**src/rtl/bulls_cows_game_ctrl_pkg.sv**
```systemverilog
// Shared definitions for the Bulls & Cows game controller and its display stage:
// state codes, digit/secret widths and a digit extraction helper.
package bulls_cows_game_ctrl_pkg;

  localparam int unsigned DIGIT_W    = 4;
  localparam int unsigned NUM_DIGITS = 4;
  localparam int unsigned SECRET_W   = DIGIT_W * NUM_DIGITS;
  localparam int unsigned COUNT_W    = 3;
  localparam int unsigned POINT_W    = 8;

  localparam logic [COUNT_W-1:0] ALL_BULLS = COUNT_W'(NUM_DIGITS);

  typedef enum logic [2:0] {
    J1_SETUP = 3'b000,
    J2_SETUP = 3'b001,
    J1_GUESS = 3'b010,
    J2_GUESS = 3'b011,
    END_GAME = 3'b111
  } state_t;

  // Position 0 is the most significant digit.
  function automatic logic [DIGIT_W-1:0] digit_at(input logic [SECRET_W-1:0] v,
                                                  input int unsigned pos);
    return v[SECRET_W-1-pos*DIGIT_W -: DIGIT_W];
  endfunction

endpackage

```
**src/rtl/bulls_cows_game_ctrl_scorer.sv**
```systemverilog
// Combinational scorer: bulls, cows and guess-validity for one guess/secret pair.
// DIGIT_VALIDATION_EN: when defined, valid requires four distinct digits 0..9;
// otherwise valid is constantly 1.
module bulls_cows_scorer
  import bulls_cows_game_ctrl_pkg::*;
(
  input  logic [SECRET_W-1:0] guess,
  input  logic [SECRET_W-1:0] secret,
  output logic [COUNT_W-1:0]  bulls,
  output logic [COUNT_W-1:0]  cows,
  output logic                valid
);

  logic [NUM_DIGITS-1:0] hit;
  logic                  cow_hit;

  // Per-position exact matches.
  always_comb begin
    hit = '0;
    for (int unsigned i = 0; i < NUM_DIGITS; i++)
      hit[i] = (digit_at(guess, i) == digit_at(secret, i));
  end

  // Count bulls; a non-bull position is a cow if its digit appears at another non-bull secret position.
  always_comb begin
    bulls   = '0;
    cows    = '0;
    cow_hit = 1'b0;
    for (int unsigned i = 0; i < NUM_DIGITS; i++) begin
      if (hit[i]) begin
        bulls = bulls + 1'b1;
      end else begin
        cow_hit = 1'b0;
        for (int unsigned j = 0; j < NUM_DIGITS; j++)
          if (j != i && !hit[j] && digit_at(guess, i) == digit_at(secret, j))
            cow_hit = 1'b1;
        if (cow_hit)
          cows = cows + 1'b1;
      end
    end
  end

`ifdef DIGIT_VALIDATION_EN
  // Digits must be decimal and pairwise distinct.
  always_comb begin
    valid = 1'b1;
    for (int unsigned i = 0; i < NUM_DIGITS; i++) begin
      if (digit_at(guess, i) > DIGIT_W'(9))
        valid = 1'b0;
      for (int unsigned j = i + 1; j < NUM_DIGITS; j++)
        if (digit_at(guess, i) == digit_at(guess, j))
          valid = 1'b0;
    end
  end
`else
  assign valid = 1'b1;
`endif

endmodule

```
**src/rtl/bulls_cows_game_ctrl.sv**
```systemverilog
// Two-player Bulls & Cows game controller: secret setup, alternating scored
// guesses, win detection and saturating per-player point counters.
// Optional macro DIGIT_VALIDATION_EN rejects setup/guess events whose digits
// are not four distinct values 0..9.
module bulls_cows_game_ctrl
  import bulls_cows_game_ctrl_pkg::*;
#(
  parameter logic [POINT_W-1:0] POINT_MAX = 8'd255
) (
  input  logic                clock,
  input  logic                reset,
  input  logic                confirm,
  input  logic [SECRET_W-1:0] SW,
  output logic [2:0]          game_state,
  output logic                J1_guess_confirmed,
  output logic                J2_guess_confirmed,
  output logic [COUNT_W-1:0]  J1_bull_count,
  output logic [COUNT_W-1:0]  J1_cow_count,
  output logic [COUNT_W-1:0]  J2_bull_count,
  output logic [COUNT_W-1:0]  J2_cow_count,
  output logic [POINT_W-1:0]  J1_points,
  output logic [POINT_W-1:0]  J2_points
);

  state_t                state_q, state_d;
  logic                  confirm_q;
  logic                  armed_q;
  logic                  evt;
  logic [SECRET_W-1:0]   secret1_q, secret1_d, secret2_q, secret2_d;
  logic [SECRET_W-1:0]   secret_sel;
  logic [COUNT_W-1:0]    bulls, cows;
  logic                  score_valid;
  logic                  j1_flag_d, j2_flag_d;
  logic [COUNT_W-1:0]    j1_b_d, j1_c_d, j2_b_d, j2_c_d;
  logic [POINT_W-1:0]    j1_pts_d, j2_pts_d;

  // armed_q suppresses the first cycle after reset so a level held through
  // reset release is captured into confirm_q instead of counting as a press.
  assign evt        = armed_q && confirm && !confirm_q;
  assign secret_sel = (state_q == J2_GUESS) ? secret1_q : secret2_q;
  assign game_state = state_q;

  bulls_cows_scorer u_scorer (
    .guess  (SW),
    .secret (secret_sel),
    .bulls  (bulls),
    .cows   (cows),
    .valid  (score_valid)
  );

  // State and output registers.
  always_ff @(posedge clock) begin
    if (!reset) begin
      state_q            <= J1_SETUP;
      confirm_q          <= 1'b0;
      armed_q            <= 1'b0;
      secret1_q          <= '0;
      secret2_q          <= '0;
      J1_guess_confirmed <= 1'b0;
      J2_guess_confirmed <= 1'b0;
      J1_bull_count      <= '0;
      J1_cow_count       <= '0;
      J2_bull_count      <= '0;
      J2_cow_count       <= '0;
      J1_points          <= '0;
      J2_points          <= '0;
    end else begin
      state_q            <= state_d;
      confirm_q          <= confirm;
      armed_q            <= 1'b1;
      secret1_q          <= secret1_d;
      secret2_q          <= secret2_d;
      J1_guess_confirmed <= j1_flag_d;
      J2_guess_confirmed <= j2_flag_d;
      J1_bull_count      <= j1_b_d;
      J1_cow_count       <= j1_c_d;
      J2_bull_count      <= j2_b_d;
      J2_cow_count       <= j2_c_d;
      J1_points          <= j1_pts_d;
      J2_points          <= j2_pts_d;
    end
  end

  // Next-state selection; unknown codes fall back to J1_SETUP.
  always_comb begin
    state_d = state_q;
    case (state_q)
      J1_SETUP: if (evt && score_valid) state_d = J2_SETUP;
      J2_SETUP: if (evt && score_valid) state_d = J1_GUESS;
      J1_GUESS:
        if (evt) begin
          if (J1_guess_confirmed)                       state_d = J2_GUESS;
          else if (score_valid && bulls == ALL_BULLS)   state_d = END_GAME;
        end
      J2_GUESS:
        if (evt) begin
          if (J2_guess_confirmed)                       state_d = J1_GUESS;
          else if (score_valid && bulls == ALL_BULLS)   state_d = END_GAME;
        end
      END_GAME: if (evt) state_d = J1_SETUP;
      default:  state_d = J1_SETUP;
    endcase
  end

  // Next values of secrets, scores, flags and points.
  always_comb begin
    secret1_d = secret1_q;
    secret2_d = secret2_q;
    j1_flag_d = J1_guess_confirmed;
    j2_flag_d = J2_guess_confirmed;
    j1_b_d    = J1_bull_count;
    j1_c_d    = J1_cow_count;
    j2_b_d    = J2_bull_count;
    j2_c_d    = J2_cow_count;
    j1_pts_d  = J1_points;
    j2_pts_d  = J2_points;
    case (state_q)
      J1_SETUP: if (evt && score_valid) secret1_d = SW;
      J2_SETUP: if (evt && score_valid) secret2_d = SW;
      J1_GUESS:
        if (evt) begin
          if (J1_guess_confirmed) begin
            j1_flag_d = 1'b0;
          end else if (score_valid) begin
            if (bulls == ALL_BULLS) begin
              j1_pts_d = (J1_points < POINT_MAX) ? J1_points + 1'b1 : POINT_MAX;
              j1_b_d   = ALL_BULLS;
              j1_c_d   = '0;
            end else begin
              j1_b_d    = bulls;
              j1_c_d    = cows;
              j1_flag_d = 1'b1;
            end
          end
        end
      J2_GUESS:
        if (evt) begin
          if (J2_guess_confirmed) begin
            j2_flag_d = 1'b0;
          end else if (score_valid) begin
            if (bulls == ALL_BULLS) begin
              j2_pts_d = (J2_points < POINT_MAX) ? J2_points + 1'b1 : POINT_MAX;
              j2_b_d   = ALL_BULLS;
              j2_c_d   = '0;
            end else begin
              j2_b_d    = bulls;
              j2_c_d    = cows;
              j2_flag_d = 1'b1;
            end
          end
        end
      END_GAME:
        if (evt) begin
          j1_flag_d = 1'b0;
          j2_flag_d = 1'b0;
          j1_b_d    = '0;
          j1_c_d    = '0;
          j2_b_d    = '0;
          j2_c_d    = '0;
        end
      default: ;
    endcase
  end

endmodule

```
**config.mk**
```make
export PLATFORM = sky130hd
export DESIGN_NAME = bulls_cows_game_ctrl
export DESIGN_NICKNAME = d
export VERILOG_FILES = /design/src/rtl/bulls_cows_game_ctrl_pkg.sv /design/src/rtl/bulls_cows_game_ctrl_scorer.sv /design/src/rtl/bulls_cows_game_ctrl.sv
export SDC_FILE = /design/constraint.sdc
export NUM_CORES = 1
export LEC_CHECK = 0
export BUFFER_PORTS_ARGS = -buffer_cell sky130_fd_sc_hd__buf_4
export CORE_MARGIN = 5
export CORE_UTILIZATION = 25
export CTS_CLUSTER_SIZE = 25
export DETAILED_ROUTE_END_ITERATION = 12
export PLACE_DENSITY = 0.43
export SYNTH_ARGS = -nofsm -noshare
export SYNTH_HDL_FRONTEND = slang
export SYNTH_SLANG_ARGS = --single-unit
```
**constraint.sdc**
```tcl
create_clock -name clock -period 4.8 [get_ports clock]
set_input_delay 0.24 -clock clock [delete_from_list [all_inputs] [get_ports clock]]
set_output_delay 0.24 -clock clock [all_outputs]
set_load 0.01 [all_outputs]
```
=== Word level (Yosys, flattened, before mapping) ===
Index checks and enable logic that the tools add are counted.

* Input port bits: 19
* Register bits after elaboration: 67

* $add $sub $neg: 8
* Muxes and demuxes: 63
* $lt $le $gt $ge: 2
* Reductions and logical operators: 31
* Bitwise gates (word level): 2
* Equality and inequality tests: 28

{| class="wikitable"
|+ Operators with widths
! kind !! number
|-
| 3-bit 2-to-1 mux || 27
|-
| 4-bit equality test || 16
|-
| 1-bit 2-to-1 mux || 26
|-
| 3-bit one-hot mux with 2 select lines || 4
|-
| 3-bit by 1-bit adder with 3-bit output, second input constant || 6
|-
| 8-bit by 1-bit adder with 8-bit output, second input constant || 2
|-
| 8-bit less-than comparator, second input constant || 2
|-
| 16-bit 2-to-1 mux || 1
|-
| 8-bit 2-to-1 mux || 2
|-
| 4-bit AND reduction || 4
|-
| 3-bit one-hot mux with 5 select lines || 1
|-
| 1-bit logical AND || 14
|-
| 2-bit inequality test, second input constant || 7
|-
| 3-bit by 2-bit equality test with 1-bit output, second input constant || 2
|-
| 3-bit equality test, second input constant || 2
|-
| 3-bit AND reduction || 2
|-
| 1-bit zero test || 5
|-
| 5-bit AND reduction || 1
|-
| 1-bit one-hot mux with 2 select lines || 2
|-
| 2-bit AND reduction || 2
|-
| 2-bit nonzero test || 2
|-
| 3-bit by 1-bit equality test with 1-bit output, second input constant || 1
|-
| 3-bit zero test || 1
|-
| 1-bit NOT || 2
|}

=== Depth between registers and ports, before layout ===
Gate-level depths: netlist of run 1.

* Depth in word-level cells: 24
* Depth in mapped cells: 19
* Gate-level depth less buffers: 16

=== Hierarchy ===
Synthesis of run 1 repeated with hierarchy kept, for this count alone.

* Cell total of the unflattened synthesis: 460
* Area, all modules: 4052.6 µm²

{| class="wikitable"
|+ Modules (own cells, without submodules)
! module !! seq. area each (µm²) !! instances !! area each (µm²) !! cells each
|-
| bulls_cows_game_ctrl || 1341.3 || 1 || 3015.4 || 328
|-
| bulls_cows_scorer || 0.0 || 1 || 1037.2 || 132
|}

=== Worst setup path after synthesis of run 1 ===
OpenSTA, ideal clock, no wires.

* Kind: register -> register
* Start point: reg state_q[2], in the netlist game_state[2]
* End point: reg J2_points[7]
* Data required time: 4685 ps
* Path slack: 1026 ps
* Setup time: 115 ps
* Cell stages (with the launch flop): 17
* Period minus slack after synthesis: 3774 ps
* Arrival time: 3659 ps
* Cells stage by stage: dfxtp_1 clkbuf_1 nand3b_1 clkbuf_1 o2111ai_1 a22o_1 a211o_1 ha_1 xor2_2 inv_1 ha_1 o31a_4 nor2b_2 buf_4 buf_6 nand4_1 and3_1

* Cells in the longest elaborated chain, start to end: 12

{| class="wikitable"
|+ RTL lines
! what !! RTL line !! text
|-
| start: declaration || bulls_cows_game_ctrl.sv:25 || <nowiki>state_t state_q, state_d;</nowiki>
|-
| start signal: assignment || bulls_cows_game_ctrl.sv:68 || <nowiki>state_q <= state_d;</nowiki>
|-
| 3-bit by 2-bit equality test with 1-bit output * || bulls_cows_game_ctrl.sv:40, bulls_cows_game_ctrl.sv:117 ||
|-
| 16-bit 2-to-1 mux || bulls_cows_game_ctrl.sv:40 || <nowiki>assign secret_sel = (state_q == J2_GUESS) ? secret1_q : secret2_q;</nowiki>
|-
| 4-bit equality test || - ||
|-
| 1-bit 2-to-1 mux || bulls_cows_game_ctrl_scorer.sv:30 || <nowiki>if (hit[i]) begin</nowiki>
|-
| 3-bit by 1-bit adder with 3-bit output || bulls_cows_game_ctrl_scorer.sv:31 || <nowiki>bulls = bulls + 1'b1;</nowiki>
|-
| 3-bit 2-to-1 mux || bulls_cows_game_ctrl_scorer.sv:30 ||
|-
| 3-bit by 1-bit adder with 3-bit output || bulls_cows_game_ctrl_scorer.sv:31 ||
|-
| 3-bit 2-to-1 mux || bulls_cows_game_ctrl_scorer.sv:30 ||
|-
| 3-bit by 1-bit adder with 3-bit output || bulls_cows_game_ctrl_scorer.sv:31 ||
|-
| 3-bit 2-to-1 mux || bulls_cows_game_ctrl_scorer.sv:30 ||
|-
| 3-bit equality test || bulls_cows_game_ctrl.sv:141 || <nowiki>if (bulls == ALL_BULLS) begin</nowiki>
|-
| 4-bit AND reduction (no source line) * || - ||
|-
| end signal: assignment || bulls_cows_game_ctrl.sv:80 || <nowiki>J2_points <= j2_pts_d;</nowiki>
|-
| end: declaration || bulls_cows_game_ctrl.sv:22 || <nowiki>output logic [POINT_W-1:0] J2_points</nowiki>
|}

Every way passes the cells marked *; elsewhere a longest branch is shown, timed or not.
A chain may end at the register's enable or synchronous reset.

=== Final worst setup path of run 1 ===
* Start point: reg state_q[0], in the netlist game_state[0]
* End point: reg J2_points[5]

Same word-level chain as after synthesis.

==> results.yml, run 1 <==
job:
  max-cap-violations: 0
clock_network:
  cts.htree.levels: 3
  cts_setup_buffers: 0
  insertion_delay_ps: 340
  cts.repair.resized: 0
  cts_hold_buffers: 0
  clkTransAtPathRegs_ps: 60
  cts_tree: "yes"
  cts.sinks: 67
  clk_root_buffer_cell: "clkbuf_16"
  numCtsBuffers: 9
  clockBufferDepth: 2
die:
  core_area_um2: 17200
  die_h_um: 142
  start_util_pct: 25.4
  dieArea_um2: 20300
  die_x_um: 142
  ios: 52
  rows: 48
synth:
  syn_inst: 568
  synth_area_um2: 4380
  synth_nets: 595
  yosysSeqAreaShare_pct: 30.6
  synth_ff_type: "dfxtp_1"
  avgSynthCellArea_um2: 7.71
  synth_edf_count: 0
  synth_cell_types: 66
  synth-seq-cells: 67
  yosys_warnings: 0
  async_flop_share_pct: 0
cells_and_area:
  stdcell_count: 825
  areaGrowthSynthToFinish_pct: 19.1
  final_cell_mix: "nand2_1, dfxtp_1, buf_4"
  final_common_cell: "nand2_1"
  diodes: 0
  layout-drive-gt1-share_pct: 14.8
  postLayoutCellArea_um2: 5210
  layout.nets: 622
  utilization_pct: 30.2
grt:
  grt_pass1_vias: 4077
  grt_antenna_before_repair: 0
  grt_pass1_wl_um: 22000
  overflow: 0
  grt_usage_pct: 13.8
  grt_max_degree: 56
critical_path:
  arrival_ps: 4620
  cp-end-kind: "flop"
  crit_type: "reg -> reg"
  ff2ff_setup_slack_ps: 370
  worstPathMaxFanout: 33
  regToRegStartpoint: "game_state[0]"
  reg2reg_depth: 13
  crit_path_start: "game_state[0]"
  r2r-end: "J2_points[5]"
  crit_required_ps: 4990
  start_kind: "flop"
placement:
  routabilityCongestion: 0.823
  dpl_cell_area_um2: 4920
  place_ws_ps: 397
  dp_hpwl_um: 9460
  placed_cells_incl_taps: 809
  io_buffers: 51
sta:
  fmaxAchievable_mhz: 226
  rsz0062_at_grt: "false"
  maxSlewHeadroom_pct: 34.0
  finalSetupViolations: 0
  skew_ps: 8.10
  fin_ws_ps: 371
  hold_slack_ps: 101
  fin_setup_tns_ps: 0
  min_period_ps: 4430
  worst_slew_pin_slew_ps: 989
  timing.final.hold_violations: 0
  fin_crit_sh_pct: 92.3
  drv_slew: 0
status:
  status: "finished, final reports clean"
route:
  num_vias: 4138
  vias_per_cell: 5.02
  routed_wl_um: 13500
  drtIter0Drc: 246
  drc: 0
  first_pass_iters: 4
  ant_nets: 0
  post_drt_wl_per_cell_um: 16.4
power_and_ir_drop:
  p_leak_nw: 1.94
  p_total_mw: 1.40
  pwr_density_cell_nw_per_um2: 269
  peakVddDrop_mv: 0.172
worst_hold_path:
  min-delay-start: "confirm"
  hold_class: "in -> reg"
  whs_endpoint: "confirm_q"
  whs_path_depth: 2
==> state kept, by name, summed over array words and instances (netlist names), 3 cells and up <==
register and flops:
J2_cow_count 3, J1_points 8, game_state 3, J2_bull_count 3, secret2_q 16, secret1_q 16
J1_bull_count 3, J1_cow_count 3, J2_points 8
==> cell families after synthesis <==
kind of cell,synth area share (%)
simple gates,24.0
xor+xnor,10.8
buf+inv,6.92
flops,30.6
fa+ha+maj,2.29
mux,4.49
compound gates,20.9
==> power by group <==
group / internal (mW) / switching [mW] / total (mW)
sequential: 0.566 / 0.0129 / 0.579
combinational: 0.0636 / 0.0993 / 0.163
clock: 0.402 / 0.259 / 0.661
total: 1.03 / 0.372 / 1.40
==> metal layers <==
metal  GRT usage, %  vias up  share of wire (%)
met1           18.6     1965                 48
met3           3.56       22                4.7
met2           21.5       91                 45
met5              0        -                  0
li1               -     2060                  -
met4           4.45        0                1.8
==> worst max path at each step <==
stage | slack [ps] | endpoint
after floorplan | 1030 | J2_points[7]
after global placement | 540 | J2_points[5]
after detailed placement | 400 | J2_points[5]
after CTS | 380 | J2_points[2]
after global routing | 80 | J2_points[4]
final | 370 | J2_points[5]
==> Yosys cell counts, drive strengths merged, types with 13 or more instances <==
cell	instances	area, µm²
a21oi	53	265
and3	15	93.8
clkbuf	37	139
dfxtp	67	1340
inv	24	90.1
mux2i	17	174
nand2	94	353
nand3	14	70.1
nor2	31	116
nor3	13	65.1
xnor2	30	263
xor2	23	209
==> worst max-delay path: stages, from the launching register on <==
cell and delay [ps]:
dfxtp_1 630, and3b_1 290, buf_12 220, mux2i_1 380, xnor2_1 120, a211o_1 330, ha_1 370, xor2_2 240
inv_1 90, ha_1 320, o31a_4 400, nor2b_2 520, and4_1 290, nor3_1 40
==> cell type report <==
cell class                      instances  area (µm²)
Clock buffer                           10         229
Clock inverter                          6        66.3
Fill cell                            1858       12000
Inverter                               24        90.1
Multi-Input combinational cell        432        2730
Sequential cell                        67        1340
Tap cell                              225         282
Timing Repair Buffer                   61         470
No activity file was read; power rests on OpenSTA's default activity.
==> run 2, diff against run 1 <==
- CORE_ASPECT_RATIO: unset -> 1.5
- SKIP_LAST_GASP: unset -> 1
==> run 2 against run 1 <==
  * Die area up 0.27%
  * Sequential share of layout area down 0.18 points
  * Global-route usage grew 0.25 points
  * Clock power about the same
  * Register-to-register slack got worse by 40 ps
  * Critical path depth up 3
  * Flip-flop and latch count stayed put
  * Sequential power barely moved
  * Critical path type unchanged
  * Largest power group unchanged
==> results.yml, run 2 (synthesis gave the netlist of run 1 again) <==
status:
  status: "finished, final reports clean"
route:
  drc: 0
  first_pass_iters: 4
  drtIter0Drc: 193
  ant_nets: 0
  post_drt_wl_per_cell_um: 17.4
  routed_wl_um: 14300
  vias_per_cell: 5.08
  num_vias: 4167
cells_and_area:
  layout-drive-gt1-share_pct: 16.1
  final_cell_mix: "nand2_1, buf_4, dfxtp_1"
  areaGrowthSynthToFinish_pct: 19.9
  stdcell_count: 821
  reg.largest.list: "secret1_q (16), secret2_q (16)"
  diodes: 0
  final_common_cell: "nand2_1"
  layout.nets: 630
  regArea_um2: 1340
  multi_input_area_um2: 2740
  nFillCells: 1857
sta:
  timing.final.hold_violations: 0
  min_period_ps: 4460
  fin_ws_ps: 335
  rsz0062_at_grt: "true"
  finalSetupViolations: 0
  fin_crit_sh_pct: 93.0
  fmaxAchievable_mhz: 224
  drv_slew: 0
  hold_slack_ps: 109
  worst_slew_pin_slew_ps: 769
  maxSlewHeadroom_pct: 48.7
  fin_setup_tns_ps: 0
  skew_ps: 4.55
power_and_ir_drop:
  pwr_density_cell_nw_per_um2: 268
  peakVddDrop_mv: 0.197
  seqPwrFrac_pct: 41.2
  p_leak_nw: 1.99
  power_frac_comb_pct: 11.8
  p_int_mw: 1.03
  swShare_pct: 26.7
  switchingPower_mw: 0.375
  p_clk_share_pct: 47.0
  p_total_mw: 1.40
clock_network:
  cts_setup_buffers: 0
  cts_tree: "yes"
  clockBufferDepth: 2
  cts.htree.levels: 3
  cts.repair.resized: 0
  cts_hold_buffers: 0
  clk_root_buffer_cell: "clkbuf_16"
  clkTransAtPathRegs_ps: 60
  numCtsBuffers: 9
  cts.sinks: 67
  insertion_delay_ps: 340
die:
  dieArea_um2: 20300
  ios: 52
  die_x_um: 118
  start_util_pct: 25.3
  die_h_um: 172
  rows: 59
  core_area_um2: 17300
grt:
  grt_antenna_before_repair: 0
  grt_usage_pct: 14.0
  grt_pass1_vias: 4166
  overflow: 0
  grt_pass1_wl_um: 22600
  grt_max_degree: 34
placement:
  routabilityCongestion: 0.915
  io_buffers: 51
  dp_hpwl_um: 10300
  placed_cells_incl_taps: 805
  place_ws_ps: 308
critical_path:
  crit_type: "reg -> reg"
  regToRegStartpoint: "game_state[0]"
  crit_required_ps: 5020
  worstPathMaxFanout: 17
  start_kind: "flop"
  arrival_ps: 4690
  crit_path_start: "game_state[0]"
  cp-end-kind: "flop"
job:
  max-cap-violations: 0
worst_hold_path:
  hold_class: "in -> reg"
  min-delay-start: "confirm"
==> run 2: changes by cell type in the layout (fill, tap and decap cells not counted), sizes merged <==
cell,delta
buf,+8
clkinv,+2
clkbuf,-1
clkinvlp,-1
==> run 2: path summary, 6_finish.rpt <==
kind	to	slack [ps]	depth (start not counted)
setup / recovery	J2_cow_count[2]	340	16
hold / removal	confirm_q	110	2
setup reg to reg	J2_cow_count[2]	340	16
hold reg to reg	secret1_q[9]	460	2
==> run 2: through the flow <==
| stage | util (%) | cell area (µm²) |
|---|---|---|
| final | 30.4 | 5250 |
| after global routing | 30.4 | 5250 |
| after CTS | 30.4 | 5240 |
| after detailed placement | 28.7 | 4950 |
| after global placement | 28.7 | 4950 |
| after floorplan | - | 4380 |
==> run 2: worst max-delay path, cell delays in order (launching register included) <==
cell	delay [ps]
dfxtp_1	620
and3b_1	570
buf_4	280
mux2i_2	120
a221o_1	370
a221o_1	420
a32oi_1	310
a21oi_1	110
ha_1	300
nand2_1	60
o31ai_1	110
ha_1	290
a22o_1	240
ha_1	180
nand2_1	70
xnor2_1	170
o21ai_0	120
==> run 2: final cells by class <==
type,count,area share (%)
tap,213,5.08
inverter,24,1.72
timing repair buffer,69,9.87
multi-input combinational,432,52.2
clock buffer,9,4.29
sequential,67,25.6
clock inverter,7,1.31
==> run 2: power by group through the flow <==
stage                     combinational, mW  sequential [mW]  clock [mW]
final                                 0.165            0.578       0.660
after floorplan                       0.117            0.586           0
after detailed placement              0.166            0.591           0
after CTS                             0.167            0.578       0.686
after global placement                0.165            0.591           0
after global routing                  0.182            0.580       0.707
==> run 2: metal layers <==
layer,routed length [µm],up-vias,GRT usage [%],part of all wire (%)
met2,7400,94,25.8,52
met4,354,0,5.99,2.5
met5,0,-,0,0
met1,5900,1980,15.4,41
li1,-,2066,-,-
met3,648,27,3.27,4.5
==> run 3, diff against run 2 <==
- PLACE_DENSITY: 0.43 -> unset
- PLACE_DENSITY_LB_ADDON: unset -> 0.25
==> run 3 against run 2 <==
  * Die area did not move
  * Worst hold slack improved by 7.2 ps
  * Routed wire length fell by 4.6%
  * Clock power rose by 5.3%
  * Register-to-register slack improved by 40 ps
  * Critical endpoint is now J1_points[4]
  * Largest power group unchanged
  * Highest routed layer unchanged
==> results.yml, run 3 (synthesis gave the netlist of run 1 again) <==
status:
  status: "finished, final reports clean"
grt:
  grt_util_met1_pct: 14.7
  use_met2_pct: 25.0
  overflow: 0
  grt_antenna_before_repair: 0
  grt_usage_pct: 13.6
  met3_usage_pct: 2.59
  grt_pass1_vias: 4185
  grt.busiest_layer: "met2"
  grt_pass1_wl_um: 22100
  grt_max_degree: 56
clock_network:
  cts.repair.resized: 0
  numCtsBuffers: 9
  cts.htree.levels: 3
  clkTransAtPathRegs_ps: 60
  cts_tree: "yes"
  cts.sinks: 67
  clockBufferDepth: 2
  insertion_delay_ps: 340
  cts_setup_buffers: 0
  cts_hold_buffers: 0
  clk_root_buffer_cell: "clkbuf_16"
placement:
  dp_hpwl_um: 9740
  placed_cells_incl_taps: 794
  dpl_cell_area_um2: 4880
  routabilityCongestion: 0.840
  place_ws_ps: 394
  io_buffers: 51
sta:
  drv_slew: 0
  worst_slew_pin_slew_ps: 1020
  fin_crit_sh_pct: 92.2
  fin_ws_ps: 374
  fin_setup_tns_ps: 0
  rsz0062_at_grt: "false"
  fmaxAchievable_mhz: 226
  hold_slack_ps: 116
  min_period_ps: 4430
  skew_ps: 8.81
  maxSlewHeadroom_pct: 32.2
  finalSetupViolations: 0
  timing.final.hold_violations: 0
die:
  die_h_um: 172
  core_area_um2: 17300
  rows: 59
  die_x_um: 118
  start_util_pct: 25.3
  ios: 52
  dieArea_um2: 20300
critical_path:
  cpMaxStageDelayCell: "dfxtp_1"
  cpMostUsedCell: "ha_1"
  worstPathMaxFanout: 33
  slowest_delay_ps: 630
  arrival_ps: 4590
  crit_required_ps: 4970
  crit_type: "reg -> reg"
  start_kind: "flop"
  crit_chain: "and3b_1 > buf_12 > mux2i_1 > xnor2_1 > a211o_1 > ha_1 > xor2_2 > inv_1 > ha_1 > o31a_4 > nor2b_4 > nor2b_1 > a311oi_1"
  cp-end-kind: "flop"
cells_and_area:
  utilization_pct: 30.1
  postLayoutCellArea_um2: 5200
  reg.largest.list: "secret1_q (16), secret2_q (16)"
  layout-drive-gt1-share_pct: 14.6
  final_cell_mix: "nand2_1, dfxtp_1, buf_4"
  stdcell_count: 810
  final_common_cell: "nand2_1"
  diodes: 0
  areaGrowthSynthToFinish_pct: 18.7
  layout.nets: 619
power_and_ir_drop:
  pwr_density_cell_nw_per_um2: 276
  p_total_mw: 1.44
  peakVddDrop_mv: 0.154
  p_leak_nw: 1.94
route:
  drtIter0Drc: 281
  post_drt_wl_per_cell_um: 16.8
  ant_nets: 0
  drc: 0
  vias_per_cell: 5.20
  routed_wl_um: 13600
  num_vias: 4214
  first_pass_iters: 5
job:
  max-cap-violations: 0
worst_hold_path:
  hold_class: "in -> reg"
## run 3: critical path, delay by kind of cell, from the launching register on
kind	cells	cell delay [ps]
mux	1	410
flops	1	630
buf+inv	2	310
simple gates	3	920
fa+ha+maj	2	690
compound gates	3	900
xor+xnor	2	350
## run 3: final cells by class
class / count / area [µm²]
Clock buffer: 10 / 239
Sequential cell: 67 / 1340
Timing Repair Buffer: 58 / 448
Fill cell: 1883 / 12100
Inverter: 24 / 90.1
Clock inverter: 6 / 72.6
Multi-Input combinational cell: 432 / 2740
Tap cell: 213 / 267
## run 3: metal layers
layer | wire length (µm) | vias up
met5 | 0 | -
met4 | 326 | 0
met3 | 666 | 20
met2 | 7230 | 103
met1 | 5420 | 2041
li1 | - | 2050
## run 3: power breakdown
| part | internal, mW | switching (mW) |
|---|---|---|
| logic | 0.0630 | 0.0995 |
| clock network | 0.422 | 0.273 |
| registers | 0.566 | 0.0135 |
| total | 1.05 | 0.386 |
## run 3: final timing paths
kind / slack, ps / start / end / cells past startpoint
setup / recovery: 370 / game_state[0] / J1_points[4] / 13
hold reg to reg: 450 / secret1_q[9] / secret1_q[9] / 2
hold / removal: 120 / confirm / confirm_q / 2
setup reg to reg: 370 / game_state[0] / J1_points[4] / 13
